===== src/rtl/serial_parity_rx_pkg.sv =====
// Shared types and helpers for the serial parity frame receiver.
// Also intended for the matching transmitter.
package serial_parity_pkg;

    typedef enum logic [1:0] {
        IDLE   = 2'd0,
        DATA   = 2'd1,
        PARITY = 2'd2,
        STOP   = 2'd3
    } state_e;

    localparam logic START_BIT = 1'b0;
    localparam logic STOP_BIT  = 1'b1;

    localparam int MAX_DATA_W = 16;

    // Parity bit that completes vec under even (odd=0) or odd (odd=1) parity.
    function automatic logic parity_of(
        input logic [MAX_DATA_W-1:0] vec,
        input logic                  odd
    );
        return (^vec) ^ odd;
    endfunction

endpackage


===== src/rtl/serial_parity_rx_if.sv =====
// Serial line in, checked word and flags out.
// Optional err_count when SERIAL_PARITY_RX_ERR_CNT_EN is defined.
interface serial_parity_rx_if #(
    parameter int DATA_W = 3
);
    import serial_parity_pkg::*;

    logic              rx_in;
    logic [DATA_W-1:0] data_out;
    logic              data_valid;
    logic              parity_err;
    logic              frame_err;
    logic              busy;
`ifdef SERIAL_PARITY_RX_ERR_CNT_EN
    logic [7:0]        err_count;
`endif

    modport master (
        output rx_in,
`ifdef SERIAL_PARITY_RX_ERR_CNT_EN
        input  err_count,
`endif
        input  data_out,
        input  data_valid,
        input  parity_err,
        input  frame_err,
        input  busy
    );

    modport slave (
        input  rx_in,
`ifdef SERIAL_PARITY_RX_ERR_CNT_EN
        output err_count,
`endif
        output data_out,
        output data_valid,
        output parity_err,
        output frame_err,
        output busy
    );

endinterface


===== src/rtl/serial_parity_rx_parity_accum.sv =====
// 1-bit running XOR with clear-to-seed and enable.
// Shared between the frame receiver and a future transmitter.
module parity_accum (
    input  logic clk,
    input  logic rst_n,
    input  logic clr,
    input  logic seed,
    input  logic en,
    input  logic d,
    output logic par
);

    logic par_d;
    logic par_q;

    // Clear has priority so a new frame always starts from the seed.
    always_comb begin
        par_d = par_q;
        if (clr) begin
            par_d = seed;
        end else if (en) begin
            par_d = par_q ^ d;
        end
    end

    // Running parity register.
    always_ff @(posedge clk or negedge rst_n) begin
        if (!rst_n) begin
            par_q <= 1'b0;
        end else begin
            par_q <= par_d;
        end
    end

    assign par = par_q;

endmodule


===== src/rtl/serial_parity_rx.sv =====
// Serial frame receiver: start, DATA_W bits LSB first, parity, stop.
// Define SERIAL_PARITY_RX_ERR_CNT_EN to add a saturating error counter.
module serial_parity_rx
    import serial_parity_pkg::*;
#(
    parameter int DATA_W     = 3,
    parameter bit ODD_PARITY = 1'b0
) (
    input  logic               clk,
    input  logic               rst_n,
    serial_parity_rx_if.slave  bus
);

    localparam int CNT_W = (DATA_W > 1) ? $clog2(DATA_W) : 1;
    localparam logic [CNT_W-1:0] LAST = CNT_W'(DATA_W - 1);

    state_e            state_q, state_d;
    logic [CNT_W-1:0]  cnt_q, cnt_d;
    logic [DATA_W-1:0] shift_q, shift_d;
    logic [DATA_W-1:0] data_out_q, data_out_d;
    logic              data_valid_q, data_valid_d;
    logic              parity_err_q, parity_err_d;
    logic              frame_err_q, frame_err_d;
    logic              busy_q, busy_d;

    logic              par_clr;
    logic              par_en;
    logic              par;

    // After the parity bit is folded in, par is 1 exactly on a mismatch.
    parity_accum u_parity_accum (
        .clk   (clk),
        .rst_n (rst_n),
        .clr   (par_clr),
        .seed  (ODD_PARITY),
        .en    (par_en),
        .d     (bus.rx_in),
        .par   (par)
    );

    // Next-state, shift and flag computation; flags default to 0 for pulses.
    always_comb begin
        state_d      = state_q;
        cnt_d        = cnt_q;
        shift_d      = shift_q;
        data_out_d   = data_out_q;
        data_valid_d = 1'b0;
        parity_err_d = 1'b0;
        frame_err_d  = 1'b0;
        par_clr      = 1'b0;
        par_en       = 1'b0;

        unique case (state_q)
            IDLE: begin
                if (bus.rx_in == START_BIT) begin
                    state_d = DATA;
                    cnt_d   = '0;
                    shift_d = '0;
                    par_clr = 1'b1;
                end
            end
            DATA: begin
                shift_d[cnt_q] = bus.rx_in;
                par_en         = 1'b1;
                cnt_d          = cnt_q + CNT_W'(1);
                if (cnt_q == LAST) begin
                    state_d = PARITY;
                end
            end
            PARITY: begin
                par_en  = 1'b1;
                state_d = STOP;
            end
            STOP: begin
                if (bus.rx_in == STOP_BIT) begin
                    data_out_d   = shift_q;
                    data_valid_d = 1'b1;
                    parity_err_d = par;
                end else begin
                    frame_err_d  = 1'b1;
                end
                state_d = IDLE;
            end
            default: begin
                state_d = IDLE;
            end
        endcase

        busy_d = (state_d != IDLE);
    end

    // FSM and registered outputs.
    always_ff @(posedge clk or negedge rst_n) begin
        if (!rst_n) begin
            state_q      <= IDLE;
            cnt_q        <= '0;
            shift_q      <= '0;
            data_out_q   <= '0;
            data_valid_q <= 1'b0;
            parity_err_q <= 1'b0;
            frame_err_q  <= 1'b0;
            busy_q       <= 1'b0;
        end else begin
            state_q      <= state_d;
            cnt_q        <= cnt_d;
            shift_q      <= shift_d;
            data_out_q   <= data_out_d;
            data_valid_q <= data_valid_d;
            parity_err_q <= parity_err_d;
            frame_err_q  <= frame_err_d;
            busy_q       <= busy_d;
        end
    end

    assign bus.data_out   = data_out_q;
    assign bus.data_valid = data_valid_q;
    assign bus.parity_err = parity_err_q;
    assign bus.frame_err  = frame_err_q;
    assign bus.busy       = busy_q;

`ifdef SERIAL_PARITY_RX_ERR_CNT_EN
    logic [7:0] err_cnt_q, err_cnt_d;

    // Count each error pulse as it is issued, saturating at 255.
    always_comb begin
        err_cnt_d = err_cnt_q;
        if ((parity_err_d || frame_err_d) && (err_cnt_q != 8'hFF)) begin
            err_cnt_d = err_cnt_q + 8'd1;
        end
    end

    // Error counter register.
    always_ff @(posedge clk or negedge rst_n) begin
        if (!rst_n) begin
            err_cnt_q <= 8'd0;
        end else begin
            err_cnt_q <= err_cnt_d;
        end
    end

    assign bus.err_count = err_cnt_q;
`endif

endmodule


===== src/flat_wrapper.sv =====
// flat-port wrapper written by rule: the top's interface ports become plain ports
module serial_parity_rx_flat import serial_parity_pkg::*;
#(
    parameter int DATA_W     = 3,
    parameter bit ODD_PARITY = 1'b0
)
  (clk, rst_n, bus_rx_in, bus_data_out, bus_data_valid, bus_parity_err, bus_frame_err, bus_busy);
  serial_parity_rx_if #(.DATA_W(DATA_W)) bus_i ();
  input  logic clk;
  input  logic rst_n;
  input wire logic [$bits(bus_i.rx_in)-1:0] bus_rx_in;
  output wire logic [$bits(bus_i.data_out)-1:0] bus_data_out;
  output wire logic [$bits(bus_i.data_valid)-1:0] bus_data_valid;
  output wire logic [$bits(bus_i.parity_err)-1:0] bus_parity_err;
  output wire logic [$bits(bus_i.frame_err)-1:0] bus_frame_err;
  output wire logic [$bits(bus_i.busy)-1:0] bus_busy;
  assign bus_i.rx_in = bus_rx_in;
  assign bus_data_out = bus_i.data_out;
  assign bus_data_valid = bus_i.data_valid;
  assign bus_parity_err = bus_i.parity_err;
  assign bus_frame_err = bus_i.frame_err;
  assign bus_busy = bus_i.busy;
  serial_parity_rx #(.DATA_W(DATA_W), .ODD_PARITY(ODD_PARITY)) u_core (.clk(clk), .rst_n(rst_n), .bus(bus_i));
endmodule

===== config.mk =====
export PLATFORM = sky130hd
export DESIGN_NAME = serial_parity_rx_flat
export DESIGN_NICKNAME = d
export VERILOG_FILES = /design/src/rtl/serial_parity_rx_pkg.sv /design/src/rtl/serial_parity_rx_if.sv /design/src/rtl/serial_parity_rx_parity_accum.sv /design/src/rtl/serial_parity_rx.sv /design/src/flat_wrapper.sv
export SDC_FILE = /design/constraint.sdc
export NUM_CORES = 1
export LEC_CHECK = 0
export ABC_AREA = 0
export CAP_MARGIN = 0
export CORE_ASPECT_RATIO = 0.9
export CORE_MARGIN = 3
export CORE_UTILIZATION = 50
export DETAILED_ROUTE_END_ITERATION = 10
export GPL_TIMING_DRIVEN = 0
export PLACE_DENSITY = 0.75
export REMOVE_ABC_BUFFERS = 1
export SLEW_MARGIN = 40
export SYNTH_ARGS = -nofsm -noshare
export SYNTH_HDL_FRONTEND = slang
export SYNTH_SLANG_ARGS = --single-unit

===== constraint.sdc =====
create_clock -name clk -period 2.7 [get_ports clk]
set_clock_uncertainty 0.2 [all_clocks]
set_input_delay 0.27 -clock clk [delete_from_list [all_inputs] [get_ports clk]]
set_output_delay 0.27 -clock clk [all_outputs]
set_load 0.1 [all_outputs]

==> results.json <==
{
  "required_ps": 2720,
  "dieArea_um2": 2058,
  "slowest_stage": "ha_1",
  "synth_cell_type_count": 21,
  "cts_buffers": 3,
  "n_antenna_cell": 0,
  "place_ws_ps": 832.7,
  "postSynthCellCount": 71,
  "clock-sinks": 15,
  "yosysTopAreaCellShare_pct": 48.47,
  "die_y_um": 43.34,
  "reg2reg_from": "u_core.state_q[1]",
  "drt-pass1-iter-count": 6,
  "cts_tree": "yes",
  "grt_pass1_wl_um": 1980,
  "tightestPinTransition_ps": 644.1,
  "hp-class": "input pin to asynchronous set/reset pin",
  "arrival_ps": 1760,
  "reg2regPathDepth": 5,
  "cts_resized": 0,
  "clkLatencyLatePin_ps": 280,
  "root_buffer": "clkbuf_4",
  "critPathKind": "flop to flop",
  "critPathLaunchType": "flop",
  "setup_violations": 0,
  "rrSetupSlack_ps": 960,
  "path_max_fanout": 15,
  "drc": 0,
  "dp_hpwl_um": 824.8,
  "grt_pass1_vias": 474,
  "start_util_pct": 57.96,
  "fmax_ghz": 0.5747,
  "multi_input_area_um2": 366.6,
  "grt.overflow.total": 0,
  "viasPerCell": 5.542,
  "drv_slew": 0,
  "vias": 532,
  "reg2reg_to": "u_core.bus.busy",
  "rsz0062_at_grt": "false",
  "yosysSeqAreaShare_pct": 48.47,
  "antenna_left": 0,
  "num_rows": 12,
  "port_buffers": 9,
  "antenna_found_initial": 0,
  "post_cts_buffers": 0,
  "path_cells": "inv_1 > ha_1 > nand3b_1 > a32oi_1 > a31o_1",
  "synthArstFlopShare_pct": 100.0,
  "post_drt_wl_per_cell_um": 12.08,
  "clk_pin_slew_ps": 90,
  "syn_area_per_cell_um2": 10.91,
  "area_growth_pct": 11.63,
  "drtIter0Drc": 15,
  "htree_levels": 1,
  "synth_edf_count": 0,
  "slowest_delay_ps": 420,
  "status": "completed",
  "grt_max_degree": 16,
  "fin_tns_setup_ps": 0,
  "drt_wl_total_um": 1160,
  "timing.final.ws_setup_ps": 960.1,
  "num_io_pins": 10,
  "cp-end-kind": "flop",
  "fin_crit_ps": 1740,
  "hold_buffers": 0,
  "place_congestion": 0.7576,
  "grt_use_total_pct": 13.26,
  "fillers": 97,
  "final_cell_mix": "dfrtp_1 (15), o21ai_0 (9), ha_1 (9), buf_2 (7), inv_1 (6)",
  "ff_latch_area_um2": 375.4,
  "synth_top_flop_cell": "dfrtp_1",
  "ys_ff_latch": 15,
  "yosys.area.top_type": "dfrtp_1",
  "fp.dieW_um": 47.49,
  "period_share_pct": 64.44,
  "core-area_um2": 1336,
  "drive_gt1_share_pct": 17.07,
  "hold_viol_final": 0,
  "nNetsFinal": 95,
  "netlist_area_um2": 774.5,
  "synth_top_cells_by_area": "dfrtp_1 (48%), ha_1 (15%), o21ai_0 (5.8%), mux2_2 (4.4%), nor2b_1 (3.2%)",
  "ctsLongestPathBuffers": 2,
  "layout_commonest_cell": "dfrtp_1",
  "cap_violations": 0,
  "slew_headroom_pct": 56.92,
  "yosys_warnings": 0
}
[area by class of cell]
type                            instances  area share (%)
Inverter                                6           2.605
Clock inverter                          1          0.5789
Clock buffer                            3           2.605
Sequential cell                        15           43.42
Tap cell                               14           2.026
Multi-Input combinational cell         48           42.40
Timing Repair Buffer                    9           6.368
[Yosys cell counts (2+ instances only)]
cell type,count
dfrtp_1,15
ha_1,9
o21ai_0,9
inv_1,6
nor2b_1,4
a31oi_1,3
and2b_1,3
mux2_2,3
nand2_1,3
a21oi_1,2
buf_2,2
nand3b_1,2
nor2_1,2
[worst max path at each step]
stage,startpoint,endpoint,cells after the start
after floorplan,u_core.state_q[1],u_core.bus.busy,4
after global placement,u_core.bus.data_out[1],bus_data_out[1],1
after detailed placement,bus_rx_in,u_core.bus.data_out[0],3
after CTS,u_core.state_q[1],u_core.bus.busy,4
after global routing,u_core.state_q[1],u_core.shift_q[0],5
final,u_core.state_q[1],u_core.bus.busy,5
[cells by family after synthesis]
| logic type | count (synthesis) | synth area share [%] |
|---|---|---|
| compound gates | 17 | 13.09 |
| xor+xnor | 1 | 1.131 |
| fa+ha+maj | 9 | 14.54 |
| buf+inv | 8 | 4.200 |
| flops | 15 | 48.47 |
| mux | 4 | 5.654 |
| simple gates | 17 | 12.92 |
[worst max-delay path: cells and delay by family (launching register included)]
family	cells	cell delay, ps
buffers and inverters	1	130
AND/OR/NAND/NOR	1	130
flip-flops	1	410
adder cells (fa/ha/maj)	1	420
AO/OA/AOI/OAI	2	400
[per-stage QoR]
step	hold WS [ps]	utilization [%]	cell area, µm²	std cells
floorplan	-225.6	-	764.5	69
global placement	287.6	65.26	872.1	92
detailed placement	290.1	62.64	837.1	92
CTS	210.3	64.70	864.6	96
global route	223.2	64.70	864.6	96
finish	183.8	64.70	864.6	96
[flip-flops by register name (all words and copies together) (netlist names), 2 cells and up]
signal,flops
u_core.bus.data_out,3
u_core.shift_q,3
u_core.cnt_q,2
u_core.state_q,2
[routing by layer]
| layer | track usage, % | wire, µm | up-vias | share of wire [%] |
|---|---|---|---|---|
| met2 | 20.59 | 537 | 19 | 46 |
| li1 | - | - | 266 | - |
| met4 | 2.210 | 0 | 0 | 0 |
| met3 | 6.224 | 72 | 0 | 6.2 |
| met5 | 0 | 0 | - | 0 |
| met1 | 16.97 | 551 | 247 | 48 |
Power is not shown: default switching activity piles up to over one toggle a cycle in this logic, so the estimate is an artifact.
